[src/rtl/seq_divider_if.sv]
// seq_divider_if: operand/result handshake bundle between a requester and the divider
interface seq_divider_if #(
    parameter int WIDTH = 16
);
    logic               in_valid;
    logic               in_ready;
    logic [2*WIDTH-1:0] dividend;
    logic [WIDTH-1:0]   divisor;
    logic               out_valid;
    logic               out_ready;
    logic [WIDTH-1:0]   quotient;
    logic [WIDTH-1:0]   remainder;
    logic               div_zero;
    logic               overflow;

    modport master (
        output in_valid, dividend, divisor, out_ready,
        input  in_ready, out_valid, quotient, remainder, div_zero, overflow
    );

    modport slave (
        input  in_valid, dividend, divisor, out_ready,
        output in_ready, out_valid, quotient, remainder, div_zero, overflow
    );
endinterface

[src/rtl/seq_divider.sv]
// seq_divider: iterative restoring divider, 2*WIDTH-bit dividend into WIDTH-bit quotient/remainder
module seq_divider #(
    parameter int WIDTH = 16
) (
    input  logic          clk,
    input  logic          rst_n,
    seq_divider_if.slave  bus
);
    localparam int CNT_W = $clog2(WIDTH) + 1;

    typedef enum logic [1:0] {IDLE, CALC, DONE} state_t;

    state_t             state_q;
    logic [CNT_W-1:0]   cnt_q;
    logic [WIDTH-1:0]   r_q;
    logic [WIDTH-1:0]   q_q;
    logic [WIDTH-1:0]   divisor_q;
    logic [WIDTH-1:0]   quotient_q;
    logic [WIDTH-1:0]   remainder_q;
    logic               div_zero_q;
    logic               overflow_q;
    logic               in_ready_q;
    logic               out_valid_q;
    logic [WIDTH:0]     diff;
    logic [WIDTH-1:0]   r_d;
    logic [WIDTH-1:0]   q_d;

    assign bus.in_ready  = in_ready_q;
    assign bus.out_valid = out_valid_q;
    assign bus.quotient  = quotient_q;
    assign bus.remainder = remainder_q;
    assign bus.div_zero  = div_zero_q;
    assign bus.overflow  = overflow_q;

    // One restoring step: shifted partial remainder minus divisor, the borrow bit decides restore
    always_comb begin
        diff = {r_q, q_q[WIDTH-1]} - {1'b0, divisor_q};
        r_d  = diff[WIDTH] ? {r_q[WIDTH-2:0], q_q[WIDTH-1]} : diff[WIDTH-1:0];
        q_d  = {q_q[WIDTH-2:0], ~diff[WIDTH]};
    end

    // Control FSM with registered handshake, result and flag outputs
    always_ff @(posedge clk) begin
        if (!rst_n) begin
            state_q     <= IDLE;
            cnt_q       <= '0;
            r_q         <= '0;
            q_q         <= '0;
            divisor_q   <= '0;
            quotient_q  <= '0;
            remainder_q <= '0;
            div_zero_q  <= 1'b0;
            overflow_q  <= 1'b0;
            in_ready_q  <= 1'b1;
            out_valid_q <= 1'b0;
        end else begin
            case (state_q)
                IDLE: begin
                    if (bus.in_valid) begin
                        in_ready_q <= 1'b0;
                        div_zero_q <= 1'b0;
                        overflow_q <= 1'b0;
                        cnt_q      <= '0;
                        divisor_q  <= bus.divisor;
                        if (bus.divisor == '0) begin
                            state_q     <= DONE;
                            out_valid_q <= 1'b1;
                            div_zero_q  <= 1'b1;
                            quotient_q  <= '1;
                            remainder_q <= bus.dividend[WIDTH-1:0];
                        end else if (bus.dividend[2*WIDTH-1:WIDTH] >= bus.divisor) begin
                            state_q     <= DONE;
                            out_valid_q <= 1'b1;
                            overflow_q  <= 1'b1;
                            quotient_q  <= '1;
                            remainder_q <= '0;
                        end else begin
                            state_q <= CALC;
                            r_q     <= bus.dividend[2*WIDTH-1:WIDTH];
                            q_q     <= bus.dividend[WIDTH-1:0];
                        end
                    end
                end
                CALC: begin
                    r_q   <= r_d;
                    q_q   <= q_d;
                    cnt_q <= cnt_q + 1'b1;
                    if (cnt_q == CNT_W'(WIDTH - 1)) begin
                        state_q     <= DONE;
                        out_valid_q <= 1'b1;
                        quotient_q  <= q_d;
                        remainder_q <= r_d;
                    end
                end
                DONE: begin
                    if (bus.out_ready) begin
                        state_q     <= IDLE;
                        out_valid_q <= 1'b0;
                        in_ready_q  <= 1'b1;
                    end
                end
                default: begin
                    state_q     <= IDLE;
                    out_valid_q <= 1'b0;
                    in_ready_q  <= 1'b1;
                end
            endcase
        end
    end
endmodule

[src/flat_wrapper.sv]
// flat-port wrapper written by rule: the top's interface ports become plain ports
module seq_divider_flat 
#(
    parameter int WIDTH = 16
)
  (clk, rst_n, bus_in_valid, bus_dividend, bus_divisor, bus_out_ready, bus_in_ready, bus_out_valid, bus_quotient, bus_remainder, bus_div_zero, bus_overflow);
  seq_divider_if #(.WIDTH(WIDTH)) bus_i ();
  input  logic clk;
  input  logic rst_n;
  input wire logic [$bits(bus_i.in_valid)-1:0] bus_in_valid;
  input wire logic [$bits(bus_i.dividend)-1:0] bus_dividend;
  input wire logic [$bits(bus_i.divisor)-1:0] bus_divisor;
  input wire logic [$bits(bus_i.out_ready)-1:0] bus_out_ready;
  output wire logic [$bits(bus_i.in_ready)-1:0] bus_in_ready;
  output wire logic [$bits(bus_i.out_valid)-1:0] bus_out_valid;
  output wire logic [$bits(bus_i.quotient)-1:0] bus_quotient;
  output wire logic [$bits(bus_i.remainder)-1:0] bus_remainder;
  output wire logic [$bits(bus_i.div_zero)-1:0] bus_div_zero;
  output wire logic [$bits(bus_i.overflow)-1:0] bus_overflow;
  assign bus_i.in_valid = bus_in_valid;
  assign bus_i.dividend = bus_dividend;
  assign bus_i.divisor = bus_divisor;
  assign bus_i.out_ready = bus_out_ready;
  assign bus_in_ready = bus_i.in_ready;
  assign bus_out_valid = bus_i.out_valid;
  assign bus_quotient = bus_i.quotient;
  assign bus_remainder = bus_i.remainder;
  assign bus_div_zero = bus_i.div_zero;
  assign bus_overflow = bus_i.overflow;
  seq_divider #(.WIDTH(WIDTH)) u_core (.clk(clk), .rst_n(rst_n), .bus(bus_i));
endmodule
[config.mk]
export PLATFORM = sky130hd
export DESIGN_NAME = seq_divider_flat
export DESIGN_NICKNAME = d
export VERILOG_FILES = /design/src/rtl/seq_divider_if.sv /design/src/rtl/seq_divider.sv /design/src/flat_wrapper.sv
export SDC_FILE = /design/constraint.sdc
export NUM_CORES = 1
export LEC_CHECK = 0
export ABC_CLOCK_PERIOD_IN_PS = 3500
export CORE_MARGIN = 2
export CORE_UTILIZATION = 30
export DETAILED_ROUTE_END_ITERATION = 7
export GPL_TIMING_DRIVEN = 0
export PLACE_DENSITY = 0.48
export SKIP_CTS_REPAIR_TIMING = 1
export SLEW_MARGIN = 30
export SYNTH_ARGS = -nofsm -noshare
export SYNTH_HDL_FRONTEND = slang
export SYNTH_SLANG_ARGS = --single-unit
[constraint.sdc]
create_clock -name clk -period 3.5 [get_ports clk]
set_clock_uncertainty 0.05 [all_clocks]
set_input_delay 0.525 -clock clk [delete_from_list [all_inputs] [get_ports clk]]
set_output_delay 0.525 -clock clk [all_outputs]
set_load 0.005 [all_outputs]
==> impl_metrics.toml, run 1 <==
[setup_path]
rr_startpoint = "u_core.divisor_q[13]$_SDFFE_PN0P_"
critPathCaptureType = "flop"
critPathLaunchType = "input port"
worstPathArrival_ns = 3.53
cp_data_required_time_ns = 3.66
endpoint = "u_core.bus.remainder[4]$_SDFFE_PN0P_"
crit_type = "in2reg"
reg2reg_slack_ns = 0.18
crit_fanout = 10
critPathLaunch = "bus_divisor[2]"
reg2reg_to = "u_core.r_q[2]$_SDFFE_PN0P_"
reg2reg_depth = 10

[timing]
rsz0062_at_grt = "false"
slew_violations = 0
report.final.hold_viol_count = 0
post-route-min-period_ns = 3.37
worst_pin_slew_ns = 0.909
fin_hold_ws_ns = 0.416
finalSetupViolations = 0
period_share_pct = 96.2
max_freq_mhz = 297
slew_headroom_pct = 39.2

[die]
floorplan.rows = 48
core-area_um2 = 17300
ios = 88
die_w_um = 137
initial_core_util_pct = 30.6
die_h_um = 137
die_area_um2 = 18700

[placed_design]
numPortBuffers = 86
dp_hpwl_um = 14600
placed_cell_area_um2 = 6440
place_congestion = 0.877

[synth]
syn_nets = 743
mappedNetlistArea_um2 = 5300
synth_cell_type_count = 59
synthArstFlopShare_pct = 0
ys_ff_latch = 91
synth_top_area_cell = "dfxtp_1"
ys_top_cells_by_area = "dfxtp_1, ha_1, nand2_1, o211a_1, a21oi_1"
netlist_instances = 656
ys_warn_count = 0
synth.top_cell.area_share_pct = 34.4
syn_area_per_cell_um2 = 8.08
synth_edf_count = 0
synth_top_flop_cell = "dfxtp_1"
synth-seq-area-share_pct = 34.4

[finish]
diodes = 0
syn2layout_area_growth_pct = 28.5
final_nets = 844
fill_cells = 1826
layout-drive-gt1-share_pct = 5.77
design_area_um2 = 6810

[grt]
grt_usage_pct = 20.3
grt_max_degree = 19
grt_pass1_vias = 5142
grt-ovfl-total = 0
grt_pass1_wl_um = 28500
antenna_found_initial = 0

[detailed_routing]
dr.pass1.iters = 5
top_layer = "met4"
drcViolationCount = 0
wl_met2_um = 8770
wl_met1_um = 8480
ant_nets = 0
vias = 5280
drt-wirelength-per-cell_um = 18.8
drt-total-wl_um = 18600
met3_length_um = 872
drtIter0Drc = 303
viasPerCell = 5.35

[cts]
clock_path_buffers = 2
path_clk_slew_ns = 0.07
cts_tree = "done"
insertion_delay_ns = 0.35
cts-root-buf = "clkbuf_16"
cts.sinks = 91
cts-buffers-inserted = 9
htree_levels = 3

[run]
maxCapViolCount = 0

[worst_hold_path]
hp-class = "reg2reg"

[pwr]
power.density_nw_per_um2 = 555
leakagePower_nw = 2.99
vdd.ir_drop.worst_uv = 249

[status]
run_status = "complete, no violations"
placed cells by master, fill, tap and decap left out, types with 7 or more instances in the layout:
master           Yosys  routed
and3_1               8       8
clkbuf_1            31      29
nor2b_1              8       8
or3_1               16      16
clkdlybuf4s50_1      0      86
ha_1                34      34
xnor2_1              7       7
a21oi_1             51      49
nor2_1              14      14
dfxtp_1             91      91
inv_1               40      40
nor3_1               7       7
o21ai_0             45      45
a31oi_1             25      25
a21boi_0            19      19
nand2_1            102     102
mux2i_1             10      10
a21o_1              14      14
clkbuf_16            0       9
and2_1               7       7
o211a_1             32      32
buf_2                7       7
nand3_1             20      20
metrics by stage:
stage	setup WS, ns	std cells	util (%)	setup TNS, ns	total power, W
floorplan	0.800	656	-	0	0.00219
global placement	-0.519	967	37.3	-18.53	0.00267
detailed placement	-0.503	967	37.3	-18.44	0.00269
CTS	-0.134	983	39.1	-2.14	0.00376
global route	0.0215	987	39.4	0	0.00401
finish	0.132	987	39.4	0	0.00378
kinds of logic after synthesis:
group	share of synthesized area [%]
xor gates and xnor gates	1.32
buffers and inverters	6.11
DFF	34.4
and+or+nand+nor	18.6
AOI/OAI and AO/OA	29.0
adders and majority gates	8.40
muxes	2.17
power by group:
| group | total (W) | internal [W] | leakage (nW) | switching, W |
|---|---|---|---|---|
| combinational | 0.00147 | 0.000627 | 2.09 | 0.000841 |
| sequential | 0.00125 | 0.00116 | 0.749 | 0.0000927 |
| clock | 0.00106 | 0.000576 | 0.157 | 0.000485 |
| total | 0.00378 | 0.00236 | 2.99 | 0.00142 |
synth_stat cells (all sizes together) (2+ instances only):
cell type,count
a211oi,7
xnor2,7
o21a,5
nand2b,4
o211a,32
mux2i,10
nor4,5
a21boi,19
or3,16
o21ba,2
and2,7
a2111oi,2
and3,8
nand4b,2
ha,34
dfxtp,91
a21o,14
o21ai,47
nor3,7
nand4,2
nand3,20
a31oi,25
nor2b,8
nor2,14
o31ai,2
inv,40
o211ai,7
buf,10
nand2,102
clkbuf,31
and4,3
a22oi,3
a21oi,52
per-layer routing:
layer,global-route usage (%),vias to the layer above
li1,-,2570
met1,27.4,2532
met2,33.1,154
met3,2.67,24
met4,7.27,0
met5,0,-
worst max-delay path, cell delays in order:
cell and delay, ns:
clkdlybuf4s50_1 0.51, inv_1 0.06, ha_1 0.29, a21o_1 0.10, a31oi_1 0.03, o21ai_0 0.51, a21boi_0 0.32, a31oi_1 0.51
clkbuf_1 0.52, a21oi_1 0.14
how the worst min path moves through the flow:
stage	start	to	slack, ns	cells after the start
5_1_grt	u_core.divisor_q[11]$_SDFFE_PN0P_	u_core.divisor_q[11]$_SDFFE_PN0P_	0.44	2
3_5_place_dp	u_core.divisor_q[11]$_SDFFE_PN0P_	u_core.divisor_q[11]$_SDFFE_PN0P_	0.41	2
3_3_place_gp	u_core.divisor_q[2]$_SDFFE_PN0P_	u_core.divisor_q[2]$_SDFFE_PN0P_	0.41	2
6_report	u_core.bus.div_zero$_SDFFE_PN0P_	u_core.bus.div_zero$_SDFFE_PN0P_	0.42	2
2_1_floorplan	u_core.divisor_q[13]$_SDFFE_PN0P_	u_core.divisor_q[13]$_SDFFE_PN0P_	0.39	2
4_1_cts	u_core.bus.div_zero$_SDFFE_PN0P_	u_core.bus.div_zero$_SDFFE_PN0P_	0.42	2
registers in the layout (all words and copies together), names as in the netlist:
| name | flops |
|---|---|
| u_core.bus.overflow | 1 |
| u_core.bus.div_zero | 1 |
| u_core.state_q | 2 |
| u_core.q_q | 16 |
| u_core.bus.in_ready | 1 |
| u_core.r_q | 16 |
| u_core.cnt_q | 5 |
| u_core.bus.remainder | 16 |
| u_core.divisor_q | 16 |
| u_core.bus.out_valid | 1 |
| u_core.bus.quotient | 16 |
final cells by class:
type                       instances  area [um2]  share of cell area [%]
tap                              225         282                    4.13
buffer                            41         173                    2.54
sequential                        91        1820                    26.8
clock inverter                     7        95.1                    1.40
inverter                          41         154                    2.26
timing repair buffer              90         891                    13.1
multi-input combinational        483        3170                    46.5
clock buffer                       9         225                    3.31
No activity file was read; power rests on OpenSTA's default activity.
==> run 2, diff against run 1 <==
Settings changed: ABC_CLOCK_PERIOD_IN_PS 3500 to 4200.
Clock period 3.5 ns to 4.2 ns, I/O delays scaled along.
==> run 2 against run 1 <==
First-iteration DRC count rose by 5.3%. Core utilization fell by 0.26 points. Register-to-register slack improved by 0.67 ns.
==> impl_metrics.toml, run 2 (synthesis results as in run 1) <==
[status]
run_status = "complete, no violations"

[pwr]
netSwitchingFraction_pct = 37.7
clkPwrFrac_pct = 28.3
p_comb_share_pct = 38.2
power.density_nw_per_um2 = 461
power.switching_w = 0.00117
leakagePower_nw = 2.97
vdd.ir_drop.worst_uv = 207
seqPwrFrac_pct = 33.5
intPower_w = 0.00194

[finish]
syn2layout_area_growth_pct = 27.6
mostFrequentLayoutCells = "nand2_1, dfxtp_1, clkdlybuf4s50_1"
design_area_um2 = 6770
mostFrequentLayoutCell = "nand2_1"
final_nets = 840
diodes = 0
layout-drive-gt1-share_pct = 4.62

[die]
die_h_um = 137
core-area_um2 = 17300
ios = 88
die_area_um2 = 18700
floorplan.rows = 48
initial_core_util_pct = 30.6
die_w_um = 137

[setup_path]
reg2reg_to = "u_core.r_q[2]$_SDFFE_PN0P_"
worstPathArrival_ns = 4.01
reg2reg_depth = 10
cp_data_required_time_ns = 4.38
rr_startpoint = "u_core.divisor_q[13]$_SDFFE_PN0P_"
critPathCaptureType = "flop"
critPathLaunchType = "input port"
crit_fanout = 10
crit_type = "in2reg"
reg2reg_slack_ns = 0.85

[timing]
slew_headroom_pct = 38.8
worst_pin_slew_ns = 0.915
post-route-min-period_ns = 3.83
finalSetupViolations = 0
slew_violations = 0
period_share_pct = 91.1
rsz0062_at_grt = "false"
fin_setup_tns_ns = 0
max_freq_mhz = 261
report.final.hold_viol_count = 0

[detailed_routing]
drtIter0Drc = 319
vias = 5264
drt-wirelength-per-cell_um = 18.9
drt-total-wl_um = 18600
drcViolationCount = 0
dr.pass1.iters = 5
ant_nets = 0
viasPerCell = 5.36

[cts]
cts-root-buf = "clkbuf_16"
insertion_delay_ns = 0.35
htree_levels = 3
cts_tree = "done"
cts-buffers-inserted = 9
clock_path_buffers = 2
path_clk_slew_ns = 0.07
cts.sinks = 91

[worst_hold_path]
hold_depth = 2
min_from = "u_core.bus.div_zero$_SDFFE_PN0P_"
hp-class = "reg2reg"
hold_path_end = "u_core.bus.div_zero$_SDFFE_PN0P_"

[grt]
grt_pass1_vias = 5142
grt_pass1_wl_um = 28500
grt_usage_pct = 20.3
antenna_found_initial = 0
grt-ovfl-total = 0
grt_max_degree = 19

[placed_design]
numPortBuffers = 86
placed_cell_area_um2 = 6440
place_congestion = 0.877
dp_hpwl_um = 14600

[run]
maxCapViolCount = 0
==> run 2: cell types whose count changed in the layout (fill, tap and decap cells not counted), sizes merged <==
cell	change
buf	-4
==> run 2: worst max path at each step <==
stage / start / to / slack, ns / cells past startpoint
2_1_floorplan: bus_divisor[9] / u_core.r_q[11]$_SDFFE_PN0P_ / 1.40 / 11
3_3_place_gp: bus_divisor[2] / u_core.q_q[0]$_SDFFE_PN0P_ / 0.08 / 12
3_5_place_dp: bus_divisor[2] / u_core.r_q[11]$_SDFFE_PN0P_ / 0.09 / 12
4_1_cts: bus_divisor[2] / u_core.r_q[11]$_SDFFE_PN0P_ / 0.46 / 12
5_1_grt: bus_divisor[2] / u_core.q_q[0]$_SDFFE_PN0P_ / 0.17 / 12
6_report: bus_divisor[2] / u_core.r_q[11]$_SDFFE_PN0P_ / 0.37 / 12
==> run 2: through the flow <==
step	cells	hold slack [ns]	total power, W	util, %	setup slack (ns)
after global placement	967	0.407	0.00223	37.3	0.0756
after detailed placement	967	0.411	0.00224	37.3	0.0923
after floorplan	656	0.393	0.00182	-	1.40
after CTS	983	0.422	0.00313	39.1	0.461
after global routing	983	0.439	0.00331	39.1	0.165
final	983	0.416	0.00312	39.1	0.375
==> run 2: layout make-up <==
cell class	instances	area, um2
fill	1831	10500
multi-input combinational	483	3160
sequential	91	1820
timing repair buffer	86	861
tap	225	282
clock buffer	9	225
buffer	41	170
inverter	41	154
clock inverter	7	95.1
==> run 2: worst max-delay path: stages <==
cell	delay, ns
clkdlybuf4s50_1	0.51
inv_1	0.06
ha_1	0.30
a21o_1	0.15
a31oi_1	0.13
o21ai_0	0.22
a22oi_1	0.44
nand4b_1	0.33
a21oi_1	0.45
buf_2	0.36
buf_2	0.30
a31oi_1	0.11
==> run 2: layer usage <==
metal / wire length (um) / vias to the layer above / global-route usage [%]
met4: 470 / 0 / 7.27
met5: 0 / - / 0
met3: 925 / 26 / 2.67
li1: - / 2561 / -
met2: 8700 / 154 / 33.1
met1: 8470 / 2523 / 27.4
==> run 2: power groups by stage <==
stage / Combinational [W] / Sequential, W / Clock, W
global route: 0.00131 / 0.00106 / 0.000935
detailed placement: 0.00118 / 0.00106 / 0
global placement: 0.00116 / 0.00106 / 0
finish: 0.00119 / 0.00105 / 0.000881
CTS: 0.00119 / 0.00105 / 0.000902
floorplan: 0.000780 / 0.00104 / 0
